===== src/rtl/nibble_cap_pkg.sv =====
// rtl/nibble_cap_pkg.sv - shared widths, types and helpers for the nibble capture FIFO
package nibble_cap_pkg;

    localparam int NIBBLE_DW    = 4;
    localparam int NIBBLE_DEPTH = 8;

    typedef logic [3:0] nibble_t;

    function automatic int cnt_w(input int depth);
        return $clog2(depth + 1);
    endfunction

endpackage


===== src/rtl/nibble_cap_mem.sv =====
// rtl/nibble_cap_mem.sv - DEPTH x DW storage, registered write, combinational read
module nibble_cap_mem #(
    parameter int DW    = 4,
    parameter int DEPTH = 8,
    parameter int AW    = $clog2(DEPTH)
) (
    input  logic          clk,
    input  logic          i_we,
    input  logic [AW-1:0] i_waddr,
    input  logic [DW-1:0] i_wdata,
    input  logic [AW-1:0] i_raddr,
    output logic [DW-1:0] o_rdata
);

    logic [DW-1:0] r_mem [DEPTH];

    always_ff @(posedge clk) begin
        if (i_we) begin
            r_mem[i_waddr] <= i_wdata;
        end
    end

    assign o_rdata = r_mem[i_raddr];

endmodule


===== src/rtl/nibble_capture_fifo.sv =====
// rtl/nibble_capture_fifo.sv - first-word-fall-through nibble capture buffer with sticky overflow
// Optional NIBBLE_CHANGE_ONLY_EN: only push writes whose data differs from the last captured value.
module nibble_capture_fifo
    import nibble_cap_pkg::*;
#(
    parameter int DW    = NIBBLE_DW,
    parameter int DEPTH = NIBBLE_DEPTH
) (
    input  logic                        clk,
    input  logic                        rst,
    input  logic                        wr_valid,
    input  logic [DW-1:0]               wr_data,
    output logic                        rd_valid,
    input  logic                        rd_ready,
    output logic [DW-1:0]               rd_data,
    output logic [cnt_w(DEPTH)-1:0]     count,
    output logic                        full,
    output logic                        empty,
    output logic                        overflow,
    input  logic                        clr_ovf
);

    localparam int AW = $clog2(DEPTH);
    localparam int CW = cnt_w(DEPTH);
    localparam logic [CW-1:0] FULL_CNT = CW'(DEPTH);

    logic [AW-1:0] r_wptr;
    logic [AW-1:0] r_rptr;
    logic [CW-1:0] r_count;
    logic          r_overflow;

    logic          w_full;
    logic          w_empty;
    logic          w_cand;
    logic          w_push;
    logic          w_pop;
    logic          w_drop;
    logic [DW-1:0] w_mem_rdata;

    assign w_full  = (r_count == FULL_CNT);
    assign w_empty = (r_count == '0);

`ifdef NIBBLE_CHANGE_ONLY_EN
    logic [DW-1:0] r_last;
    logic          r_last_vld;

    // Case inequality so a move to or from X/Z still counts as a change.
    assign w_cand = wr_valid && (!r_last_vld || (wr_data !== r_last));

    always_ff @(posedge clk) begin
        if (rst) begin
            r_last     <= '0;
            r_last_vld <= 1'b0;
        end else if (w_push) begin
            r_last     <= wr_data;
            r_last_vld <= 1'b1;
        end
    end
`else
    assign w_cand = wr_valid;
`endif

    assign w_pop  = !w_empty && rd_ready;
    assign w_push = w_cand && (!w_full || w_pop);
    assign w_drop = w_cand && w_full && !w_pop;

    nibble_cap_mem #(
        .DW    (DW),
        .DEPTH (DEPTH),
        .AW    (AW)
    ) u_mem (
        .clk     (clk),
        .i_we    (w_push && !rst),
        .i_waddr (r_wptr),
        .i_wdata (wr_data),
        .i_raddr (r_rptr),
        .o_rdata (w_mem_rdata)
    );

    always_ff @(posedge clk) begin
        if (rst) begin
            r_wptr     <= '0;
            r_rptr     <= '0;
            r_count    <= '0;
            r_overflow <= 1'b0;
        end else begin
            if (w_push) begin
                r_wptr <= r_wptr + 1'b1;
            end
            if (w_pop) begin
                r_rptr <= r_rptr + 1'b1;
            end
            case ({w_push, w_pop})
                2'b10:   r_count <= r_count + 1'b1;
                2'b01:   r_count <= r_count - 1'b1;
                default: r_count <= r_count;
            endcase
            // Set takes priority over a coincident clear.
            if (w_drop) begin
                r_overflow <= 1'b1;
            end else if (clr_ovf) begin
                r_overflow <= 1'b0;
            end
        end
    end

    assign rd_valid = !w_empty;
    assign rd_data  = w_empty ? '0 : w_mem_rdata;
    assign count    = r_count;
    assign full     = w_full;
    assign empty    = w_empty;
    assign overflow = r_overflow;

endmodule

===== config.mk =====
export PLATFORM = sky130hd
export DESIGN_NAME = nibble_capture_fifo
export DESIGN_NICKNAME = d
export VERILOG_FILES = /design/src/rtl/nibble_cap_pkg.sv /design/src/rtl/nibble_cap_mem.sv /design/src/rtl/nibble_capture_fifo.sv
export SDC_FILE = /design/constraint.sdc
export NUM_CORES = 1
export LEC_CHECK = 0
export BUFFER_PORTS_ARGS = -buffer_cell sky130_fd_sc_hd__buf_2
export CORE_MARGIN = 1
export CORE_UTILIZATION = 50
export DETAILED_ROUTE_END_ITERATION = 8
export HOLD_SLACK_MARGIN = 0.15
export PLACE_DENSITY_LB_ADDON = 0.08
export SLEW_MARGIN = 20
export SYNTH_ARGS = -nofsm -noshare
export SYNTH_HDL_FRONTEND = slang
export SYNTH_SLANG_ARGS = --single-unit

===== constraint.sdc =====
create_clock -name clk -period 2.9 [get_ports clk]
set_input_delay 0 -clock clk [delete_from_list [all_inputs] [get_ports clk]]
set_output_delay 0 -clock clk [all_outputs]
set_load 0.005 [all_outputs]

* Word level (Yosys, flattened, before mapping)
Memory sizes are Yosys's and may differ from the RTL's. A register that Yosys moved wholly into a read port is not among the register bits.
Index checks and enable logic that the tools add are counted.
** Operators by class
- $add $sub $neg :: 4
- Equality and inequality tests :: 3
- Mux-type cells :: 8
- Reductions and logical operators :: 13
** Operators by type and width (number)
- 4-bit one-hot mux with 2 select lines :: 1
- 3-bit by 1-bit adder with 3-bit output, second input constant :: 2
- 3-bit two-way mux :: 2
- 1-bit logical AND :: 5
- 4-bit by 1-bit adder with 4-bit output, second input constant :: 1
- 4-bit == test, second input constant :: 1
- 1-bit logical NOT :: 4
- 4-bit logical NOT :: 1
- 1-bit two-way mux :: 4
- 4-bit two-way mux :: 1
- 2-bit nonzero test :: 2
- 4-bit by 1-bit subtractor with 4-bit output, second input constant :: 1
- 2-bit by 1-bit == test with 1-bit output, second input constant :: 1
- 2-bit == test, second input constant :: 1
- 1-bit logical OR :: 1
** Storage, ports and cells
- Bits in writable memories :: 32
- Memories kept :: 1
- Flip-flop bits (word level) :: 11
** Memory list
- u_mem.r_mem :: words 8, bits a word 4, read ports 1, clocked after Yosys merged registers in 1, wr ports 1, RTL line nibble_cap_mem.sv:15 : logic [DW-1:0] r_mem [DEPTH];

* Depth between registers and ports, before layout
Gate-level depths: netlist (run 1).
- Word-level depth :: 8
- Depth in mapped cells :: 11

* Modules after synthesis
From an unflattened synthesis (run 1), not the netlist that was laid out.
** Second synthesis, totals
- Cell total of the unflattened synthesis :: 136
- Area total of the unflattened synthesis :: 1991.9 sq um
** Modules (own cells, without submodules)
- nibble_cap_mem :: times used 1, area an instance 1290.0 sq um, cells each 59
- nibble_capture_fifo :: times used 1, area an instance 701.9 sq um, cells each 77

* Worst setup path after synthesis (run 1)
OpenSTA, ideal clock, no wires.
- Path kind :: register to register
- Start point :: register r_count[1], in the netlist count[1]
- End point :: register r_count[3], in the netlist count[3]
- Path buffers :: 1
- Cell stages (with the launch flop) :: 8
- Setup slack :: 263 ps
- Library setup time :: 121 ps
- Arrival time :: 2517 ps
- Cell sequence :: dfxtp_1 -> or4b_1 -> buf_2 -> o21ai_4 -> ha_1 -> or3_2 -> o32ai_1 -> mux2_2
** Between the ends
- Longest elaborated chain between the ends :: 7
- Elaborated cells between the ends (all ways) :: 13
- Classes of those cells :: add/sub: 2; eq/ne: 3; mux: 1; reduce/logical: 7
** Ends and longest elaborated chain
- start, declared :: RTL line nibble_capture_fifo.sv:29 : logic [CW-1:0] r_count;
- start signal, assigned :: RTL line nibble_capture_fifo.sv:94 : 2'b10: r_count <= r_count + 1'b1;
- start signal, assigned :: RTL line nibble_capture_fifo.sv:95 : 2'b01: r_count <= r_count - 1'b1;
- start signal, assigned :: RTL line nibble_capture_fifo.sv:96 : default: r_count <= r_count;
- 4-bit logical NOT :: RTL line nibble_capture_fifo.sv:41 : assign w_empty = (r_count == '0);
- 1-bit logical NOT :: RTL line nibble_capture_fifo.sv:63 : assign w_pop = !w_empty && rd_ready;
- 1-bit logical AND :: RTL line nibble_capture_fifo.sv:63
- 1-bit logical OR :: RTL line nibble_capture_fifo.sv:64 : assign w_push = w_cand && (!w_full || w_pop);
- 1-bit logical AND :: RTL line nibble_capture_fifo.sv:64
- 2-bit by 1-bit == test with 1-bit output / 2-bit == test (equally long branches) :: RTL line nibble_capture_fifo.sv:93 : case ({w_push, w_pop})
- 4-bit one-hot mux with 2 select lines / 2-bit nonzero test (equally long branches)
Several ways; a longest one is shown, not always the timed one.
A chain may end at the register's enable or synchronous reset.

* Final worst setup path (run 1)
Same ends and word-level chain as after synthesis.

==> impl_metrics.toml, run 1 <==
[status]
outcome = "finished clean"

[yosys]
ys_warn_count = 0
synthCells = 135
synth_area_leaders = "edfxtp_1 (50%), dfxtp_1 (14%), mux4_2 (9.3%)"
ys_seq_area_frac = 0.6396
synthDistinctLibCells = 30
synth.top_cell.area_share = 0.4952
netlist_area_um2 = 1941
ys_seq_elements = 46
synth.net_count = 149
syn_avg_cell_area_um2 = 14.37
yosysTopAreaCell = "edfxtp_1"

[cells_and_area]
multiInputGateArea_um2 = 659.4
final_nets = 181
regArea_um2 = 1241
fill_cells = 306
antenna_cells = 0
areaGrowthSynthToFinish_pct = 17.47
drive_above_1_share = 0.2560

[critical_path]
cp.required_ps = 3090
critPathMaxFanout = 8
cp-endpoint = "count[3]"
reg2reg_slack_ps = 130
r2r_cells = 6
critPathSlowestCell = "or4b_4"
crit_start = "count[1]"
crit_arrival_ps = 2960
slowest_delay_ps = 610
crit_type = "register to register"
critPathLaunchType = "register"
r2r_start = "count[1]"
rr_endpoint = "count[3]"
cp_cell_sequence = "or4b_4, o21ai_4, ha_1, or3_2, o32ai_1, mux2_2"
timing.critical_path.to_type = "register"

[timing]
timing.fmax_mhz = 361.2
period_needed_ps = 2769
skew_ps = 3.806
fin_crit_sh = 0.9547
fin_setup_tns_ps = 0
slew_headroom = 0.4946
rsz0062_at_grt = "no"
finalWorstSetupSlack_ps = 131.4
finalHoldViolCount = 0
drv_slew = 0
worst_pin_slew_ps = 752.3
finalSetupViolCount = 0

[global_route]
grt_max_degree = 18
grt_first_pass_wirelength_mm = 5.706
overflow = 0
antenna_found_initial = 0
grt_pass1_vias = 1206
track_usage = 0.1944

[run]
cap_violations = 0

[clock_network]
clk_pin_slew_ps = 80
cts_root_buf = "clkbuf_8"
htree_levels = 2
cts_sinks = 46
cts_tree = "built"
numCtsBuffers = 5
clockBufferDepth = 2
clk-insertion-delay-late_ps = 290

[place]
hpwl_mm = 2.408
place_ws_ps = 69.18
gp_congestion = 0.7196
io_buffers = 20

[detailed_routing]
viasPerCell = 5.440
first_iter_violations = 30
vias = 1175
firstDrtPassIters = 4
wl_per_cell_um = 15.96
routed_wl_mm = 3.448
drt.antenna.violating_nets = 0
drc = 0

[power_and_ir_drop]
p_leak_nw = 0.8405
irDropWorstVdd_mv = 0.3954
p_per_area_nw_per_um2 = 734.2
p_total_w = 0.001674

[floorplanning]
pin_count = 21
design.core.area_um2 = 3689
die_w_um = 64.30
rows = 22
start_util = 0.5261
die_area_um2 = 4134
die_h_um = 64.30

[min_path]
hold_class = "input pin to register"
-- synth_stat cells --
cell type and count:
o32ai_1 1, o21ai_0 1, mux4_2 8, nand2b_1 1, nor2_1 17, nor4_1 2, nor2_2 1, mux2_2 1
edfxtp_1 32, nand3_1 2, xor2_1 7, or3_2 1, a21oi_1 5, o21ai_4 1, or4b_1 1, nand2_1 3
inv_1 3, dfxtp_1 14, nor2b_1 5, ha_1 5, buf_2 2, nor3_1 3, or4_1 1, a31oi_1 1
mux2i_1 6, clkbuf_1 6, nor4b_1 1, or3_1 1, o211ai_1 2, nand3b_1 1
-- power breakdown --
group          leakage, nW  internal, W  switching (W)
Sequential           0.403     0.000754      0.0000746
Combinational        0.399     0.000245       0.000236
Clock               0.0377     0.000164       0.000200
-- cells in the final DEF, fill, tap and decap left out, types with 5 or more instances in the layout --
| cell type | instances |
|---|---|
| a21oi_1 | 5 |
| mux4_2 | 8 |
| clkbuf_8 | 5 |
| dlygate4sd3_1 | 10 |
| edfxtp_1 | 32 |
| dfxtp_1 | 14 |
| xor2_1 | 7 |
| nor2b_1 | 5 |
| mux2i_1 | 6 |
| nor2_1 | 17 |
| ha_1 | 5 |
| buf_2 | 20 |
-- metrics by stage --
stage	std cells	util	hold slack [ps]	instance area (um^2)
6_report	216	0.6180	514.5	2280
5_1_grt	216	0.6180	525.6	2280
4_1_cts	216	0.6170	507.8	2276
3_5_place_dp	198	0.5668	282.4	2091
3_3_place_gp	198	0.5668	265.4	2091
2_1_floorplan	135	-	98.87	1941
-- timing repair --
item                       in CTS  in global routing
hold endpoints to repair       43                  0
setup buffers                   0                  0
setup endpoints to repair       0                  1
gates resized for setup         0                  1
hold buffers                   10                  0
-- how the worst min path moves through the flow --
| stage | slack, ps | to | depth (start not counted) | start |
|---|---|---|---|---|
| final | 510 | u_mem.r_mem[4][2] | 2 | wr_data[2] |
| after floorplan | 100 | u_mem.r_mem[0][0] | 0 | wr_data[0] |
| after global placement | 270 | u_mem.r_mem[3][2] | 1 | wr_data[2] |
| after detailed placement | 280 | u_mem.r_mem[1][2] | 1 | wr_data[2] |
| after CTS | 510 | u_mem.r_mem[1][2] | 2 | wr_data[2] |
| after global routing | 530 | u_mem.r_mem[4][3] | 2 | wr_data[3] |
-- worst max-delay path: cells and delay by family, from the launching register on --
kind / cells / cell delay [ps]
flip-flops: 1 / 390
adder cells (fa/ha/maj): 1 / 350
AO/OA/AOI/OAI: 2 / 440
multiplexers: 1 / 360
AND/OR/NAND/NOR: 2 / 1110
-- state kept, by name, indices dropped and copies added (netlist names), named ones only --
register / count
count: 4
r_rptr: 3
r_wptr: 3
u_mem.r_mem: 32
overflow: 1
-- metal layers --
metal / wire length, um / vias to the layer above / part of all wire / GRT usage
li1: - / 565 / - / -
met1: 1448 / 570 / 0.42 / 0.2273
met2: 1783 / 32 / 0.52 / 0.3368
met3: 136 / 8 / 0.039 / 0.04821
met4: 80 / 0 / 0.023 / 0.08333
met5: 0 / - / 0 / 0
-- cells by family (layout without fill, tap and decap cells) --
kind of cell,count (synthesis),in the layout,share of synthesized area
AND/OR/NAND/NOR,40,40,0.1051
flip-flops,46,46,0.6396
adder cells (fa/ha/maj),5,5,0.03224
XOR/XNOR,7,7,0.03159
multiplexers,15,15,0.1296
AO/OA/AOI/OAI,11,11,0.03933
buffers and inverters,11,44,0.02257
-- cell type report --
class,count,area share
Timing Repair Buffer,33,0.09769
Clock buffer,5,0.03019
Clock inverter,3,0.007135
Inverter,3,0.004940
Multi-Input combinational cell,78,0.2892
Tap cell,48,0.02634
Sequential cell,46,0.5445
Power figures use the tool's default switching activity.
==> run 2, diff against run 1 <==
Settings changed: MAX_ROUTING_LAYER from default to met4.
==> impl_metrics.toml, run 2 (synthesis results as in run 1) <==
[status]
outcome = "finished clean"

[detailed_routing]
wl_per_cell_um = 15.83
routed_wl_mm = 3.420
firstDrtPassIters = 4
first_iter_violations = 28
drc = 0
viasPerCell = 5.398
vias = 1166
drt.antenna.violating_nets = 0

[critical_path]
critPathMaxFanout = 8
rr_endpoint = "count[3]"
r2r_start = "count[1]"
reg2reg_slack_ps = 130
crit_arrival_ps = 2950
timing.critical_path.to_type = "register"
crit_type = "register to register"
cp.required_ps = 3090
critPathLaunchType = "register"
r2r_cells = 6

[clock_network]
clockBufferDepth = 2
htree_levels = 2
numCtsBuffers = 5
cts_setup_buffers = 0
cts_tree = "built"
cts_sinks = 46
clk-insertion-delay-late_ps = 290
clk_pin_slew_ps = 80
cts_root_buf = "clkbuf_8"

[power_and_ir_drop]
irDropWorstVdd_mv = 0.3942
p_leak_nw = 0.8405
p_per_area_nw_per_um2 = 731.8

[cells_and_area]
final_common_cell = "edfxtp_1"
largest_register_ffs = 32
areaGrowthSynthToFinish_pct = 17.47
drive_above_1_share = 0.2560
fin_util = 0.6180
final_nets = 181
antenna_cells = 0
mostFrequentLayoutCells = "edfxtp_1 (32), buf_2 (20), nor2_1 (17), dfxtp_1 (14), dlygate4sd3_1 (10)"
top_register = "u_mem.r_mem"

[timing]
fin_setup_tns_ps = 0
drv_slew = 0
timing.fmax_mhz = 361.2
skew_ps = 1.867
finalSetupViolCount = 0
finalHoldViolCount = 0
slew_headroom = 0.4992
worst_pin_slew_ps = 745.4
fin_crit_sh = 0.9546
period_needed_ps = 2768
rsz0062_at_grt = "no"

[floorplanning]
pin_count = 21
die_w_um = 64.30
die_area_um2 = 4134
rows = 22
start_util = 0.5261
design.core.area_um2 = 3689
die_h_um = 64.30

[global_route]
grt_max_degree = 18
grt_first_pass_wirelength_mm = 5.706
grt_pass1_vias = 1204
track_usage = 0.1995
overflow = 0
antenna_found_initial = 0

[min_path]
hold_class = "input pin to register"
worstHoldPathCells = 2
hold_start = "wr_data[0]"
hold-path-endpoint = "u_mem.r_mem[3][0]"

[run]
cap_violations = 0

[place]
gp_congestion = 0.7280
hpwl_mm = 2.408
io_buffers = 20
## run 2: how the worst max path moves through the flow
stage | start | end | slack [ps] | depth (start not counted)
6_report | count[1] | count[3] | 130 | 6
5_1_grt | count[1] | count[3] | 0.5 | 7
4_1_cts | count[1] | count[3] | 50 | 6
3_5_place_dp | count[1] | count[3] | 70 | 6
3_3_place_gp | count[1] | count[3] | 170 | 6
2_1_floorplan | count[1] | count[3] | 260 | 7
## run 2: through the flow
step	instances	power, W	instance area, um^2	hold WS, ps	setup WS, ps
floorplan	135	0.001151	1941	98.87	262.5
global route	216	0.001779	2280	527.9	0.4949
CTS	216	0.001684	2276	507.8	52.41
detailed placement	198	0.001310	2091	282.4	69.18
global placement	198	0.001298	2091	265.4	172.2
finish	216	0.001668	2280	514.9	131.5
## run 2: power by group
group / switching [W] / total (W) / internal [W]
sequential: 0.0000739 / 0.000828 / 0.000754
clock: 0.000196 / 0.000360 / 0.000164
combinational: 0.000236 / 0.000480 / 0.000245
total: 0.000506 / 0.00167 / 0.00116
## run 2: metal layers
layer  vias up  wire length, um  GRT usage
li1        565                -          -
met1       557             1404     0.2249
met2        37             1775     0.3382
met3         7              161    0.04821
met4         0               78    0.08333
met5         -                0          -
## run 2: cell type report
class,instances,area (um^2)
Tap cell,48,60.06
Multi-Input combinational cell,78,659.4
Clock buffer,5,68.82
Timing Repair Buffer,33,222.7
Inverter,3,11.26
Fill cell,306,1409
Clock inverter,3,16.27
Sequential cell,46,1241
## run 2: critical path, cell delays in order, from the launching register on
cell	delay, ps
dfxtp_1	390
or4b_4	610
o21ai_4	280
ha_1	350
or3_2	500
o32ai_1	160
mux2_2	360
## run 2: repair_timing
action                                  in CTS  in global routing
endpoints found under the setup margin       0                  1
hold buffers                                10                  0
resized for setup                            0                  1
hold endpoints to repair                    43                  0
==> run 3, diff against run 2 <==
Settings changed: CELL_PAD_IN_SITES_DETAIL_PLACEMENT from default to 1, CELL_PAD_IN_SITES_GLOBAL_PLACEMENT from default to 2, CORE_UTILIZATION 50 to 40.
==> impl_metrics.toml, run 3 (synthesis results as in run 1) <==
[status]
outcome = "finished clean"

[timing]
rsz0062_at_grt = "no"
worst_pin_slew_ps = 668.2
fin_setup_tns_ps = 0
period_needed_ps = 2728
fin_crit_sh = 0.9406
skew_ps = 10.22
drv_slew = 0
finalSetupViolCount = 0
finalHoldViolCount = 0
timing.fmax_mhz = 366.6
slew_headroom = 0.5511

[floorplanning]
rows = 24
die_w_um = 71.65
design.core.area_um2 = 4504
die_area_um2 = 5134
start_util = 0.4308
die_h_um = 71.65
pin_count = 21

[critical_path]
timing.critical_path.to_type = "register"
critPathMaxFanout = 8
critPathLaunchType = "register"
crit_arrival_ps = 2960
r2r_cells = 10
crit_type = "register to register"
cp.required_ps = 3130

[detailed_routing]
met1Wirelength_mm = 1.739
routed_wl_mm = 3.738
wl_per_cell_um = 16.91
drt.antenna.violating_nets = 0
drc = 0
top_layer_used = "met4"
first_iter_violations = 79
firstDrtPassIters = 4
vias = 1158
viasPerCell = 5.240
wl_met2_mm = 1.832
met3_length_um = 117

[place]
postPlaceCellArea_um2 = 2111
place_inst = 204
io_buffers = 20
hpwl_mm = 2.796
gp_congestion = 0.7175

[power_and_ir_drop]
p_per_area_nw_per_um2 = 746.0
irDropWorstVdd_mv = 0.4214
p_leak_nw = 0.8510
p_total_w = 0.001706

[clock_network]
htree_levels = 2
clockBufferDepth = 2
cts.repair.resized = 0
numCtsBuffers = 5
cts_tree = "built"
cts_hold_buf = 9
cts_setup_buffers = 0
cts_root_buf = "clkbuf_8"
cts_sinks = 46
clk_pin_slew_ps = 80
clk-insertion-delay-late_ps = 290

[min_path]
hold_class = "register to register"
worstHoldPathCells = 2

[global_route]
grt_max_degree = 18
grt_first_pass_wirelength_mm = 6.058
grt_pass1_vias = 1165
track_usage = 0.1689
overflow = 0
antenna_found_initial = 0

[cells_and_area]
final_nets = 182
areaGrowthSynthToFinish_pct = 17.86
drive_above_1_share = 0.2604
antenna_cells = 0
mostFrequentLayoutCells = "edfxtp_1 (32), buf_2 (20), nor2_1 (17), dfxtp_1 (14), dlygate4sd3_1 (9)"
design_area_um2 = 2287
fin_util = 0.5078
top_register = "u_mem.r_mem"
largest_register_ffs = 32
fin_cells = 221
final_common_cell = "edfxtp_1"
fill_cells = 460

[run]
cap_violations = 0
[run 3: area by class of cell]
type / instances / area (um^2) / share of cell area
clock buffer: 6 / 72.57 / 0.03173
clock inverter: 2 / 13.76 / 0.006018
inverter: 3 / 11.26 / 0.004923
multi-input combinational: 78 / 655.6 / 0.2867
sequential: 46 / 1241 / 0.5427
tap: 52 / 65.06 / 0.02845
timing repair buffer: 34 / 227.7 / 0.09956
[run 3: critical path, stage by stage (launching register included)]
cell and delay (ps):
dfxtp_1 390, or4b_1 670, o21ai_4 180, buf_4 170, ha_1 260, xor2_1 190, ha_1 160, a21oi_1 50
xor2_1 160, or3_1 310, a21oi_1 130
[run 3: where the power goes]
group	internal, W	switching [W]
logic	0.000259	0.000243
clock network	0.000170	0.000206
registers	0.000754	0.0000745
total	0.00118	0.000523
[run 3: worst paths after layout]
path	end	start	slack, ps
hold / removal	r_rptr[1]	r_rptr[1]	510
setup / recovery	count[2]	count[1]	170
hold reg to reg	r_rptr[1]	r_rptr[1]	510
setup reg to reg	count[2]	count[1]	170
[run 3: layer usage]
metal  GRT usage  vias up
li1            -      564
met3     0.03376        6
met2      0.2621       26
met1      0.2259      562
met4     0.05229        0
met5           -        -
[run 3: per-stage QoR]
| step | hold slack (ps) | worst slack, ps |
|---|---|---|
| finish | 512.0 | 172.4 |
| global route | 540.2 | 2.731 |
| CTS | 516.6 | 140.5 |
| detailed placement | 294.9 | 182.2 |
| global placement | 259.6 | 215.7 |
| floorplan | 98.87 | 262.5 |
